$ cat config.mk
export PLATFORM = sky130hd
export DESIGN_NAME = fp_align_stage
export DESIGN_NICKNAME = d
export VERILOG_FILES = /design/src/rtl/fp_align_stage.sv
export SDC_FILE = /design/constraint.sdc
export NUM_CORES = 1
export LEC_CHECK = 0
export ABC_AREA = 1
export BUFFER_PORTS_ARGS = -buffer_cell sky130_fd_sc_hd__clkbuf_2
export CAP_MARGIN = 25
export CELL_PAD_IN_SITES_DETAIL_PLACEMENT = 1
export CELL_PAD_IN_SITES_GLOBAL_PLACEMENT = 1
export CORE_MARGIN = 2
export CORE_UTILIZATION = 44
export CTS_CLUSTER_SIZE = 16
export DETAILED_ROUTE_END_ITERATION = 8
export HOLD_SLACK_MARGIN = 0.06
export PLACE_DENSITY = 0.92
export SLEW_MARGIN = 30
export SYNTH_ARGS = -nofsm -noshare
export SYNTH_HDL_FRONTEND = slang
export SYNTH_SLANG_ARGS = --single-unit
$ cat constraint.sdc
create_clock -name clk -period 5.9 [get_ports clk]
set_clock_uncertainty 0.05 [all_clocks]
set_input_delay 0 -clock clk [delete_from_list [all_inputs] [get_ports clk]]
set_output_delay 0 -clock clk [all_outputs]
set_load 0.03 [all_outputs]
$ cat src/rtl/fp_align_stage.sv
// Purpose : single-precision add pre-stage: magnitude order, hidden-bit restore, GRS alignment, special resolve.
// Latency : 2 cycles from accept to out_valid (S1 compare/classify, S2 align/special), 1 pair/cycle.
// Backpr. : valid/ready; outputs held while out_valid & !out_ready; optional FTZ via `FP_ALIGN_FTZ_EN.
module fp_align_stage #(
    parameter int EXP_W  = 8,
    parameter int MANT_W = 23
) (
    input  logic                  clk,
    input  logic                  rst,
    input  logic                  in_valid,
    output logic                  in_ready,
    input  logic [EXP_W+MANT_W:0] in_a,
    input  logic [EXP_W+MANT_W:0] in_b,
    output logic                  out_valid,
    input  logic                  out_ready,
    output logic                  out_sign_big,
    output logic                  out_eff_sub,
    output logic [EXP_W-1:0]      out_exp,
    output logic [MANT_W+3:0]     out_mant_big,
    output logic [MANT_W+3:0]     out_mant_small,
    output logic                  out_special,
    output logic [EXP_W+MANT_W:0] out_special_res
);
    localparam int W  = 1 + EXP_W + MANT_W;
    localparam int XM = MANT_W + 4;
    localparam int MW = MANT_W + 1;

    localparam logic [W-1:0] QNAN    = {1'b0, {EXP_W{1'b1}}, 1'b1, {(MANT_W-1){1'b0}}};
    localparam logic [W-2:0] INF_MAG = {{EXP_W{1'b1}}, {MANT_W{1'b0}}};

    // ------------------------------------------------------------------
    // Handshake
    // ------------------------------------------------------------------
    logic s1_v_q, s1_v_d;
    logic s2_v_q, s2_v_d;
    logic s1_rdy, s2_rdy;

    assign s2_rdy   = !s2_v_q || out_ready;
    assign s1_rdy   = !s1_v_q || s2_rdy;
    assign in_ready = !rst && s1_rdy;

    // Valid bits advance whenever the stage ahead of them has room.
    always_comb begin
        s1_v_d = s1_rdy ? in_valid : s1_v_q;
        s2_v_d = s2_rdy ? s1_v_q   : s2_v_q;
    end

    // Valid bit registers; reset discards anything in flight.
    always_ff @(posedge clk or posedge rst) begin
        if (rst) begin
            s1_v_q <= 1'b0;
            s2_v_q <= 1'b0;
        end else begin
            s1_v_q <= s1_v_d;
            s2_v_q <= s2_v_d;
        end
    end

    // ------------------------------------------------------------------
    // S1: compare / classify
    // ------------------------------------------------------------------
    logic [W-1:0] a_f, b_f;

    // Operands as seen by the datapath (subnormals optionally flushed to signed zero).
    always_comb begin
        a_f = in_a;
        b_f = in_b;
`ifdef FP_ALIGN_FTZ_EN
        if (in_a[W-2:MANT_W] == '0) a_f = {in_a[W-1], {(W-1){1'b0}}};
        if (in_b[W-2:MANT_W] == '0) b_f = {in_b[W-1], {(W-1){1'b0}}};
`endif
    end

    logic             a_ge_b;
    logic [W-2:0]     big_mag, small_mag;
    logic [EXP_W-1:0] exp_big_raw, exp_small_raw, exp_big_eff, exp_small_eff;
    logic             hid_big, hid_small;
    logic             a_nan, a_inf, a_zero, b_nan, b_inf, b_zero;

    // Ties pick A so the larger-operand sign is deterministic.
    assign a_ge_b        = a_f[W-2:0] >= b_f[W-2:0];
    assign big_mag       = a_ge_b ? a_f[W-2:0] : b_f[W-2:0];
    assign small_mag     = a_ge_b ? b_f[W-2:0] : a_f[W-2:0];
    assign exp_big_raw   = big_mag[W-2:MANT_W];
    assign exp_small_raw = small_mag[W-2:MANT_W];
    assign hid_big       = |exp_big_raw;
    assign hid_small     = |exp_small_raw;
    assign exp_big_eff   = hid_big   ? exp_big_raw   : EXP_W'(1);
    assign exp_small_eff = hid_small ? exp_small_raw : EXP_W'(1);

    assign a_nan  = (&a_f[W-2:MANT_W]) && (|a_f[MANT_W-1:0]);
    assign a_inf  = (&a_f[W-2:MANT_W]) && !(|a_f[MANT_W-1:0]);
    assign a_zero = !(|a_f[W-2:0]);
    assign b_nan  = (&b_f[W-2:MANT_W]) && (|b_f[MANT_W-1:0]);
    assign b_inf  = (&b_f[W-2:MANT_W]) && !(|b_f[MANT_W-1:0]);
    assign b_zero = !(|b_f[W-2:0]);

    logic             s1_sign_big_q, s1_eff_sub_q, s1_sa_q, s1_sb_q;
    logic [EXP_W-1:0] s1_exp_q, s1_diff_q;
    logic [MW-1:0]    s1_mant_big_q, s1_mant_small_q;
    logic             s1_a_nan_q, s1_a_inf_q, s1_a_zero_q;
    logic             s1_b_nan_q, s1_b_inf_q, s1_b_zero_q;

    // S1 payload captures on every accepted pair.
    always_ff @(posedge clk or posedge rst) begin
        if (rst) begin
            s1_sign_big_q   <= 1'b0;
            s1_eff_sub_q    <= 1'b0;
            s1_sa_q         <= 1'b0;
            s1_sb_q         <= 1'b0;
            s1_exp_q        <= '0;
            s1_diff_q       <= '0;
            s1_mant_big_q   <= '0;
            s1_mant_small_q <= '0;
            s1_a_nan_q      <= 1'b0;
            s1_a_inf_q      <= 1'b0;
            s1_a_zero_q     <= 1'b0;
            s1_b_nan_q      <= 1'b0;
            s1_b_inf_q      <= 1'b0;
            s1_b_zero_q     <= 1'b0;
        end else if (in_valid && s1_rdy) begin
            s1_sign_big_q   <= a_ge_b ? a_f[W-1] : b_f[W-1];
            s1_eff_sub_q    <= a_f[W-1] ^ b_f[W-1];
            s1_sa_q         <= a_f[W-1];
            s1_sb_q         <= b_f[W-1];
            s1_exp_q        <= exp_big_eff;
            s1_diff_q       <= exp_big_eff - exp_small_eff;
            s1_mant_big_q   <= {hid_big, big_mag[MANT_W-1:0]};
            s1_mant_small_q <= {hid_small, small_mag[MANT_W-1:0]};
            s1_a_nan_q      <= a_nan;
            s1_a_inf_q      <= a_inf;
            s1_a_zero_q     <= a_zero;
            s1_b_nan_q      <= b_nan;
            s1_b_inf_q      <= b_inf;
            s1_b_zero_q     <= b_zero;
        end
    end

    // ------------------------------------------------------------------
    // S2: align / special
    // ------------------------------------------------------------------
    logic [XM-1:0] small_ext, small_shr, small_lost, small_al;

    // Bits pushed past bit 0 collapse into sticky; shifts >= XM leave only sticky.
    assign small_ext  = {s1_mant_small_q, 3'b000};
    assign small_shr  = small_ext >> s1_diff_q;
    assign small_lost = small_ext & ~({XM{1'b1}} << s1_diff_q);
    assign small_al   = small_shr | {{(XM-1){1'b0}}, |small_lost};

    logic         spec_d;
    logic [W-1:0] spec_res_d;

    // Special-operand resolution in priority order: NaN / inf-inf, inf, both zero.
    always_comb begin
        spec_d     = 1'b1;
        spec_res_d = QNAN;
        if (s1_a_nan_q || s1_b_nan_q || (s1_a_inf_q && s1_b_inf_q && (s1_sa_q != s1_sb_q))) begin
            spec_res_d = QNAN;
        end else if (s1_a_inf_q) begin
            spec_res_d = {s1_sa_q, INF_MAG};
        end else if (s1_b_inf_q) begin
            spec_res_d = {s1_sb_q, INF_MAG};
        end else if (s1_a_zero_q && s1_b_zero_q) begin
            spec_res_d = {s1_sa_q && s1_sb_q, {(W-1){1'b0}}};
        end else begin
            spec_d     = 1'b0;
            spec_res_d = '0;
        end
    end

    logic             sign_big_q, eff_sub_q, special_q;
    logic [EXP_W-1:0] exp_q;
    logic [XM-1:0]    mant_big_q, mant_small_q;
    logic [W-1:0]     special_res_q;

    // Output registers only move when S2 is free or being popped, which gives the hold rule.
    always_ff @(posedge clk or posedge rst) begin
        if (rst) begin
            sign_big_q    <= 1'b0;
            eff_sub_q     <= 1'b0;
            exp_q         <= '0;
            mant_big_q    <= '0;
            mant_small_q  <= '0;
            special_q     <= 1'b0;
            special_res_q <= '0;
        end else if (s2_rdy && s1_v_q) begin
            sign_big_q    <= s1_sign_big_q;
            eff_sub_q     <= s1_eff_sub_q;
            exp_q         <= s1_exp_q;
            mant_big_q    <= {s1_mant_big_q, 3'b000};
            mant_small_q  <= small_al;
            special_q     <= spec_d;
            special_res_q <= spec_res_d;
        end
    end

    assign out_valid       = s2_v_q;
    assign out_sign_big    = sign_big_q;
    assign out_eff_sub     = eff_sub_q;
    assign out_exp         = exp_q;
    assign out_mant_big    = mant_big_q;
    assign out_mant_small  = mant_small_q;
    assign out_special     = special_q;
    assign out_special_res = special_res_q;

endmodule
### After elaboration in Yosys (flattened, before gate mapping)

Index checks and enable logic that the tools add are counted.

* reductions and logical operators: 31
* eq/ne operators: 1
* order comparisons: 1
* $mul: 0
* bitwise gates (word level): 4
* $add $sub $neg: 1
* div/mod/pow operators: 0
* mux-type cells: 13
* shift-type cells: 2

Operators with widths (count)
* 32-bit two-way mux: 4
* 31-bit two-way mux: 2
* 31-bit OR reduction: 2
* 23-bit OR reduction: 2
* 31-bit greater-or-equal comparator: 1
* 27-bit bitwise AND: 1
* 27-bit NOT: 1
* 27-bit by 1-bit bitwise OR with 27-bit output: 1
* 27-bit OR reduction: 1
* 27-bit by 8-bit left shift with 27-bit output (first input constant): 1
* 27-bit by 8-bit >> shifter with 27-bit output: 1
* 8-bit two-way mux: 2
* 8-bit AND reduction: 2
* 8-bit OR reduction: 2
* 1-bit logical AND: 11
* 8-bit subtractor: 1
* 1-bit zero test: 7
* 1-bit two-way mux: 5
* 1-bit logical OR: 4
* 1-bit != test: 1
* 1-bit XOR: 1

* output and inout bits: 99
* register bits after elaboration: 170
* RAM bits: 0
* memories: 0
* bits in read-only memories: 0
* bits in latches: 0

### Longest topological paths before layout

Gate-level depths: netlist (run 1).

* depth after elaboration: 5
* gate-level depth with buffers: 26
* mapped depth without buffers: 25

### Worst setup path before layout (run 1)

Ideal clock, no wire load.

* kind: input to output
* from: input port rst
* to: output port in_ready
* arrival time: 3.375 ns
* path slack: 2.475 ns
* cell stages on the path: 3
* data required time: 5.850 ns
* path buffers: 0
* cell sequence: inv_1 > nand2_1 > inv_1

* cells in the longest elaborated chain, start to end: 2

RTL lines
* start, declared: line 9 `input logic rst,`
* 1-bit zero test (no line)
* 1-bit logical AND: line 40 `assign in_ready = !rst && s1_rdy;`
* end, declared: line 11 `output logic in_ready,`

Every way passes these cells.

### Final worst setup path (run 1)

* from: input port in_b[19]
* to: register s1_diff_q[6]

* cells in the longest elaborated chain, start to end: 5
* elaborated cells between the ends (all ways): 8
* classes of those cells: add/sub (1); order compare (1); mux (4); reduce/logical (2)

RTL lines
* start, declared: line 13 `input logic [EXP_W+MANT_W:0] in_b,`
* 31-bit greater-or-equal comparator *: line 81 `assign a_ge_b = a_f[W-2:0] >= b_f[W-2:0];`
* 31-bit two-way mux, on equally long branches: line 82, 83
* 8-bit OR reduction, on equally long branches: line 86, 87
* 8-bit two-way mux, on equally long branches: line 88, 89
* 8-bit subtractor *: line 127 `s1_diff_q <= exp_big_eff - exp_small_eff;`
* end signal, assigned: line 127
* end, declared: line 99 `logic [EXP_W-1:0] s1_exp_q, s1_diff_q;`

Every way passes the cells marked *; elsewhere a longest branch is shown, timed or not.
A chain may end at the register's enable or synchronous reset.

==> impl_metrics.tcl, run 1 <==
set metrics [dict create \
    synth_edf_count 0 \
    max_freq_mhz 209 \
    die_h_um 148 \
    total_power_mw 4.71 \
    port-buffer-count 141 \
    drv_cap 0 \
    yosysTopAreaCellShare_pct 38.8 \
    root_buffer "clkbuf_16" \
    hold_depth 5 \
    grt_max_degree 110 \
    p_leak_nw 5.72 \
    internal_power_mw 2.50 \
    r2r_cells 8 \
    report.final.slew_viol_count 0 \
    layout_common_cells "nand2_1, o21ai_0, inv_1" \
    reg2reg_to "out_mant_small[0]" \
    max_stage_delay_ns 0.55 \
    p_comb_share_pct 44.3 \
    synth_seq_cells 141 \
    setup_violations 0 \
    vias 10347 \
    tightest_slew_ns 0.966 \
    swShare_pct 46.8 \
    crit_path_start_kind "input pin" \
    yosys.cell_types.count 50 \
    p_clk_share_pct 25.4 \
    slew_headroom_pct 35.6 \
    multi_input_area_um2 4520 \
    dieArea_um2 21800 \
    io_pins 167 \
    drive_above_1_share_pct 14.5 \
    fin_tns_setup_ns 0 \
    fill_cells 2559 \
    grt_pass1_vias 10948 \
    crit_required_ns 6.13 \
    cts_resized 0 \
    synthArstFlopShare_pct 100 \
    ys_seq_area_share_pct 38.8 \
    finalCritPeriodShare_pct 81.0 \
    dp.final_hpwl_mm 22.0 \
    final_nets 1557 \
    cts_setup_buffers 0 \
    placed_area_um2 9800 \
    clk_pin_slew_worst_paths_ns 0.06 \
    cts_tree "yes" \
    die_width_um 148 \
    rsz0062_at_grt "no" \
    core_um2 20200 \
    antenna_found_initial 1 \
    grtUsageTotal_pct 36.7 \
    synthTopCellsByArea "dfrtp_1, nand2_1, o21ai_0, inv_1, ha_1" \
    numCtsBuffers 17 \
    reg2reg_setup_slack_ns 2.52 \
    seqCellArea_um2 3530 \
    wl_per_cell_um 23.0 \
    gr-total-overflow 0 \
    path_max_fanout 109 \
    drt_iter0_markers 1043 \
    layout_min_cycle_time_ns 4.78 \
    ant_nets 0 \
    firstDrtPassIters 8 \
    via_per_inst 5.97 \
    r2r_start "s1_diff_q[0]" \
    drt-total-wl_mm 39.8 \
    drc_errors 0 \
    start_util_pct 45.0 \
    clock_sinks 141 \
    timing.final.hold_violations 0 \
    worstPathCellList "dlygate4sd3_1, clkbuf_2, inv_1, ha_1, nand2_1, nor2_1, nand2_1, nor2_1, nand2_4, nand2_8, nand2_1, nand2_1, nand2_1, nor2_2, a21oi_2, ha_1, fa_1, inv_1, a31oi_1, or2_2, nand2_1, a21oi_1, xor2_1, o21ai_0" \
    place_congestion 0.950 \
    cp-end-kind "flip-flop" \
    final_cell_area_um2 11300 \
    synth.avg_cell_area_um2 7.20 \
    arrival_ns 5.00 \
    rows 52 \
    critPathLaunch "in_b[19]" \
    crit_slowest_cell "dlygate4sd3_1" \
    p_per_area_nw_per_um2 416 \
    syn-instance-count 1263 \
    yosys_warnings 0 \
    htreeDepth 4 \
    worstSetupEndpoint "s1_diff_q[6]" \
    synth_top_cell_by_area "dfrtp_1" \
    ir_drop_uv 206 \
    status "completed" \
    seqPwrFrac_pct 30.3 \
    clockBufferDepth 2 \
    clk_latency_ns 0.45 \
    min-delay-path-class "in -> reg" \
    fin_util_pct 56.0 \
    crit_type "in -> reg" \
    ys.flop_type "dfrtp_1" \
    syn_to_final_growth_pct 24.5 \
    syn_area_um2 9100 \
    grt_pass1_wl_mm 61.7 \
    final_common_cell "nand2_1" \
    crit_top_cell "nand2_1" \
    power.net_switching_mw 2.21 \
]
## per-stage QoR
stage / hold WS [ns] / instances / setup WS [ns]
after floorplan: 0.0481 / 1287 / 2.05
after CTS: 0.0700 / 1732 / 1.56
after global routing: 0.113 / 1733 / 1.08
final: 0.102 / 1733 / 1.12
after detailed placement: 0.107 / 1612 / 1.83
after global placement: 0.103 / 1612 / 2.02
## routing by layer
metal,track usage [%],up-vias,part of all wire [%]
li1,-,4463,-
met1,42.3,5056,37
met2,63.2,642,49
met5,0,-,0
met4,21.1,0,6.2
met3,7.56,186,7.6
## critical path, delay by kind of cell
family	cells	cell delay (ns)
xor gates and xnor gates	1	0.18
adders and majority gates	3	1.01
and+or+nand+nor	12	2.48
buffers and inverters	4	0.90
AOI/OAI and AO/OA	4	0.42
## cell type report
class	count	area share (%)
Sequential cell	141	31.2
Clock buffer	24	4.43
Inverter	173	5.78
Antenna cell	1	0.0221
Tap cell	270	2.98
Multi-Input combinational cell	879	39.9
Timing Repair Buffer	237	14.6
Clock inverter	8	1.15
## what timing repair did
action                                 CTS  global route
endpoints found under the hold margin  134             0
hold buffers                            88             0
setup endpoints to repair                0             0
## cell families after synthesis
| logic type | share of synthesized area, % |
|---|---|
| other cells | 0.0412 |
| simple gates | 21.5 |
| xor+xnor | 0.481 |
| compound gates | 20.9 |
| flops | 38.8 |
| mux | 0.110 |
| fa+ha+maj | 5.58 |
| buf+inv | 12.6 |
## power by group through the flow
| stage | clock network, mW | registers (mW) | logic (mW) |
|---|---|---|---|
| final | 1.20 | 1.43 | 2.09 |
| after global routing | 1.23 | 1.45 | 2.26 |
| after CTS | 1.17 | 1.40 | 1.98 |
| after detailed placement | 0 | 1.41 | 1.88 |
| after global placement | 0 | 1.39 | 1.82 |
| after floorplan | 0 | 1.65 | 1.08 |
## cell usage after synthesis (3+ instances only)
library cell    n
o21ai_1         4
nor3_1          3
o211ai_1       13
inv_1         171
xnor2_1         3
nor2_1         76
buf_1           6
a21oi_1        67
a21oi_2         3
o22ai_1        10
o21ai_0       211
a31oi_1         6
clkbuf_1       53
a221oi_1        5
ha_1           39
o221ai_1        6
nor4_1         14
nand3_1        37
dfrtp_1       141
nand2_2        11
nand2_1       299
o21ai_2         5
buf_4          32
nand4_1        12
## how the worst min path moves through the flow
stage                          to      from  slack (ns)
2_1_floorplan         s1_a_zero_q  in_a[25]        0.05
3_3_place_gp   out_mant_small[15]       rst        0.10
3_5_place_dp   out_mant_small[15]       rst        0.11
4_1_cts                s1_b_inf_q  in_b[25]        0.07
5_1_grt                s1_b_inf_q  in_b[26]        0.11
6_report               s1_b_inf_q  in_b[25]        0.10
## registers in the layout, indices dropped and copies added (netlist names), 3 cells and up
name             flops
out_exp              8
out_mant_big        24
out_mant_small      27
out_special_res      3
s1_diff_q            8
s1_exp_q             8
s1_mant_big_q       24
s1_mant_small_q     24
Note: power is estimated with default switching activity, not from simulation.
==> run 2, diff against run 1 <==
--- a/config.mk
+++ b/config.mk
@@ -11,11 +11,11 @@
 export CELL_PAD_IN_SITES_DETAIL_PLACEMENT = 1
 export CELL_PAD_IN_SITES_GLOBAL_PLACEMENT = 1
 export CORE_MARGIN = 2
-export CORE_UTILIZATION = 44
+export CORE_UTILIZATION = 37
 export CTS_CLUSTER_SIZE = 16
 export DETAILED_ROUTE_END_ITERATION = 8
 export HOLD_SLACK_MARGIN = 0.06
-export PLACE_DENSITY = 0.92
+export PLACE_DENSITY = 0.83
 export SLEW_MARGIN = 30
 export SYNTH_ARGS = -nofsm -noshare
 export SYNTH_HDL_FRONTEND = slang
==> constraint.sdc (replaced) <==
create_clock -name clk -period 4.3 [get_ports clk]
set_clock_uncertainty 0.05 [all_clocks]
set_input_delay 0 -clock clk [delete_from_list [all_inputs] [get_ports clk]]
set_output_delay 0 -clock clk [all_outputs]
set_load 0.03 [all_outputs]
==> run 2 against run 1 <==
Net effect: highest routed layer unchanged; non-clock buffer count is 7 higher; hold slack worse by 0.029 ns; wire length is 14% lower; global-route usage is 9.6 points lower; combinational power is 32% higher; largest cell class unchanged; core utilization is 9.0 points lower.
==> impl_metrics.tcl, run 2 (same netlist as run 1, synthesis figures left out) <==
set metrics [dict create \
    core_um2 24200 \
    port-buffer-count 141 \
    firstDrtPassIters 5 \
    io_pins 167 \
    clock_sinks 141 \
    placed_area_um2 9920 \
    syn_to_final_growth_pct 25.2 \
    cts_tree "yes" \
    p_per_area_nw_per_um2 542 \
    p_leak_nw 5.74 \
    drv_cap 0 \
    tightest_slew_ns 0.890 \
    fin_cells 1798 \
    drive_above_1_share_pct 14.9 \
    numCtsBuffers 17 \
    grt_max_degree 89 \
    cts_setup_buffers 0 \
    ir_drop_uv 304 \
    dp.cells 1672 \
    start_util_pct 37.5 \
    status "completed" \
    seqCellArea_um2 3530 \
    gr-total-overflow 0 \
    layout_common_cells "nand2_1, o21ai_0, inv_1" \
    dieArea_um2 25900 \
    clk_latency_ns 0.43 \
    dp.final_hpwl_mm 22.7 \
    timing.final.hold_violations 0 \
    setup_violations 0 \
    via_per_inst 5.38 \
    max_freq_mhz 259 \
    fin_tns_setup_ns 0 \
    internal_power_mw 3.32 \
    drc_errors 0 \
    place_congestion 0.936 \
    ant_nets 0 \
    swShare_pct 46.3 \
    rsz0062_at_grt "no" \
    clockBufferDepth 2 \
    final_common_cell "nand2_1" \
    crit_type "in -> reg" \
    finalCritPeriodShare_pct 89.7 \
    root_buffer "clkbuf_16" \
    seqPwrFrac_pct 31.1 \
    crit_required_ns 4.60 \
    die_width_um 161 \
    drt-total-wl_mm 34.3 \
    fill_cells 3133 \
    cp-end-kind "flip-flop" \
    drt_iter0_markers 660 \
    largest_reg_flops 27 \
    htreeDepth 4 \
    final_nets 1564 \
    grtUsageTotal_pct 27.1 \
    antenna_found_initial 5 \
    min-delay-path-class "in -> reg" \
    final_cell_area_um2 11400 \
    die_h_um 161 \
    report.final.slew_viol_count 0 \
    p_clk_share_pct 24.2 \
    layout_min_cycle_time_ns 3.86 \
    multi_input_area_um2 4520 \
    p_comb_share_pct 44.7 \
    rows 57 \
    wl_per_cell_um 19.1 \
    grt_pass1_vias 10217 \
    path_max_fanout 25 \
    arrival_ns 4.15 \
    vias 9674 \
    slew_headroom_pct 40.7 \
    clk_pin_slew_worst_paths_ns 0.06 \
    crit_path_start_kind "input pin" \
    grt_pass1_wl_mm 55.3 \
    power.net_switching_mw 2.86 \
]
-- run 2: layout make-up --
cell class | instances | area share, %
Timing Repair Buffer | 244 | 14.9
Clock buffer | 18 | 3.77
Inverter | 173 | 5.74
Sequential cell | 141 | 31.0
Multi-Input combinational cell | 879 | 39.7
Clock inverter | 14 | 1.26
Antenna cell | 5 | 0.110
Tap cell | 324 | 3.56
-- run 2: power groups by stage --
stage               Sequential, mW  Clock, mW  Combinational [mW]
finish                        1.92       1.49                2.76
global route                  1.96       1.56                3.05
CTS                           1.91       1.51                2.72
detailed placement            1.93          0                2.62
global placement              1.91          0                2.55
floorplan                     2.26          0                1.48
-- run 2: path summary, 6_finish.rpt --
kind | cells after the start | endpoint | slack (ns) | start
min in group asynchronous | 3 | out_mant_small[14] | 0.16 | rst
hold / removal | 5 | s1_diff_q[5] | 0.07 | in_b[28]
setup / recovery | 26 | s1_diff_q[6] | 0.44 | in_b[16]
max in group asynchronous | 4 | s1_sa_q | 3.05 | rst
hold reg to reg | 1 | out_mant_small[9] | 0.43 | out_mant_small[9]
setup reg to reg | 7 | s1_mant_big_q[21] | 1.13 | out_valid
-- run 2: layer usage --
layer	global-route usage (%)	part of all wire (%)
met3	3.74	4.9
met1	33.9	42
met4	12.4	4.2
met2	46.5	49
met5	0	0
-- run 2: worst max-delay path, stage by stage --
cell	delay, ns
dlygate4sd3_1	0.56
clkbuf_2	0.17
inv_1	0.09
ha_1	0.32
nand2_1	0.08
nand2_1	0.08
nand2_1	0.07
nand2_1	0.07
nand2_1	0.07
a21oi_2	0.26
nor2_8	0.11
nand2_8	0.18
nand2_1	0.08
nand2_1	0.15
nand2_1	0.09
nor2_2	0.15
a21oi_2	0.09
ha_1	0.20
fa_1	0.39
inv_1	0.08
a31oi_1	0.10
or2_2	0.30
nand2_1	0.06
a21oi_1	0.06
xor2_1	0.14
o21ai_0	0.16
-- run 2: repair_timing --
item | 4_1_cts | 5_1_grt
hold endpoints to repair | 125 | 0
resized for setup | 0 | 0
hold buffers | 89 | 0
-- run 2: stage by stage --
step	utilization, %	power (mW)	setup slack [ns]	hold WS, ns
global route	47.0	6.57	0.161	0.129
finish	47.0	6.17	0.442	0.0725
global placement	40.9	4.47	0.811	0.0821
floorplan	-	3.74	0.450	0.0481
detailed placement	40.9	4.55	0.623	0.0841
CTS	46.9	6.14	0.540	0.0686
==> run 3, diff against run 2 <==
--- a/config.mk
+++ b/config.mk
@@ -6,8 +6,8 @@
 export NUM_CORES = 1
 export LEC_CHECK = 0
 export ABC_AREA = 1
-export BUFFER_PORTS_ARGS = -buffer_cell sky130_fd_sc_hd__clkbuf_2
-export CAP_MARGIN = 25
+export BUFFER_PORTS_ARGS = -buffer_cell sky130_fd_sc_hd__buf_2
+export CAP_MARGIN = 5
 export CELL_PAD_IN_SITES_DETAIL_PLACEMENT = 1
 export CELL_PAD_IN_SITES_GLOBAL_PLACEMENT = 1
 export CORE_MARGIN = 2
==> run 3 against run 2 <==
Net effect: final area grew 0.24%; cell count decreased by 0.33%; sequential share of layout area down 0.075 points; highest routed layer unchanged.
==> impl_metrics.tcl, run 3 (same netlist as run 1, synthesis figures left out) <==
set metrics [dict create \
    num_antenna_cells 0 \
    wl_per_cell_um 19.0 \
    io_pins 167 \
    layout_min_cycle_time_ns 3.90 \
    firstDrtPassIters 5 \
    largest_reg_flops 27 \
    report.final.slew_viol_count 0 \
    p_per_area_nw_per_um2 550 \
    ant_nets 0 \
    arrival_ns 4.19 \
    dp.final_hpwl_mm 22.1 \
    min-delay-path-class "in -> reg" \
    crit_required_ns 4.58 \
    rows 57 \
    crit_path_start_kind "input pin" \
    core_um2 24200 \
    syn_to_final_growth_pct 25.5 \
    die_width_um 161 \
    r2r_start "out_valid" \
    path_max_fanout 25 \
    ir_drop_uv 234 \
    drc_errors 0 \
    grt_pass1_wl_mm 55.2 \
    multi_input_area_um2 4520 \
    status "completed" \
    drt-total-wl_mm 34.0 \
    cts_tree "yes" \
    setup_violations 0 \
    dieArea_um2 25900 \
    clk_pin_slew_worst_paths_ns 0.06 \
    gr-total-overflow 0 \
    antenna_found_initial 1 \
    max_stage_delay_ns 0.53 \
    layout_common_cells "nand2_1, o21ai_0, inv_1" \
    vias 9677 \
    finalCritPeriodShare_pct 90.8 \
    grt_pass1_vias 10174 \
    cts_setup_buffers 0 \
    cp-end-kind "flip-flop" \
    drive_above_1_share_pct 14.9 \
    fill_cells 3093 \
    port-buffer-count 141 \
    critPathLaunch "in_b[28]" \
    final_nets 1563 \
    grtUsageTotal_pct 26.8 \
    hold_ws_ns 0.0748 \
    final_common_cell "nand2_1" \
    root_buffer "clkbuf_16" \
    holdBufCountCts 89 \
    fin_tns_setup_ns 0 \
    numCtsBuffers 17 \
    place_congestion 0.918 \
    seqCellArea_um2 3530 \
    cts_resized 0 \
    via_per_inst 5.40 \
    tightest_slew_ns 0.907 \
    max_freq_mhz 256 \
    drt_iter0_markers 639 \
    crit_type "in -> reg" \
    timing.final.hold_violations 0 \
    slew_headroom_pct 39.5 \
    grt_max_degree 89 \
    die_h_um 161 \
    clock_sinks 141 \
    hp-start "in_b[29]" \
    crit_top_cell "nand2_1" \
    drv_cap 0 \
    total_power_mw 6.28 \
    clk_latency_ns 0.44 \
    worstPathCellList "dlygate4sd3_1, buf_2, inv_1, ha_1, nand2_1, nor2_4, nand3_2, nor2_1, nand2_4, nand2_8, nand2_1, nand2_1, nand2_1, nor2_2, a21oi_2, ha_1, fa_1, inv_1, a31oi_1, or2_2, nand2_1, a21oi_1, xor2_1, o21ai_0" \
    start_util_pct 37.5 \
    htreeDepth 4 \
    p_leak_nw 5.76 \
    clockBufferDepth 2 \
    crit_slowest_cell "dlygate4sd3_1" \
    rsz0062_at_grt "no" \
]
[run 3: cell count changes in the layout (fill, tap and decap cells not counted), sizes merged]
cell | previous run | this run
buf | 14 | 154
clkinv | 9 | 7
clkinvlp | 2 | 1
bufinv | 2 | 3
diode | 5 | 0
clkbuf | 159 | 18
inv | 174 | 176
[run 3: through the flow]
stage               utilization (%)  worst slack (ns)  cell area [um2]  std cells
floorplan                         -             0.450             9190       1287
global placement               40.9             0.816             9910       1671
detailed placement             40.9             0.614             9910       1671
CTS                            47.1             0.444            11400       1792
global route                   47.1             0.146            11400       1792
finish                         47.1             0.396            11400       1792
[run 3: layout make-up]
| cell class | count | share of cell area (%) |
|---|---|---|
| Multi-Input combinational cell | 879 | 39.6 |
| Sequential cell | 141 | 30.9 |
| Timing Repair Buffer | 243 | 14.8 |
| Inverter | 173 | 5.73 |
| Clock buffer | 18 | 3.85 |
| Tap cell | 324 | 3.55 |
| Clock inverter | 14 | 1.59 |
[run 3: path summary, 6_finish.rpt]
kind | to | slack (ns) | depth (start not counted)
max | s1_diff_q[6] | 0.40 | 24
max reg2reg | s1_mant_big_q[12] | 1.29 | 7
max in group asynchronous | s1_mant_big_q[7] | 2.97 | 4
min reg2reg | out_exp[0] | 0.43 | 2
min | s1_b_nan_q | 0.07 | 5
min in group asynchronous | out_mant_small[15] | 0.17 | 3
[run 3: where the power goes]
part           leakage [nW]  internal (mW)  total [mW]  switching [mW]
registers              1.76           1.67        1.91           0.246
clock network         0.302          0.939        1.60           0.656
logic                  3.71          0.796        2.77            1.98
[run 3: metal layers]
metal  part of all wire, %  global-route usage [%]
met2                    49                    45.2
met4                   4.2                    11.8
met3                   4.6                    4.31
met5                     0                       0
met1                    43                    34.1
[run 3: worst max-delay path, delay by kind of cell]
family          cells  cell delay, ns
xor+xnor            1            0.13
fa+ha+maj           3            0.95
buf+inv             4            0.85
compound gates      4            0.42
simple gates       12            1.82
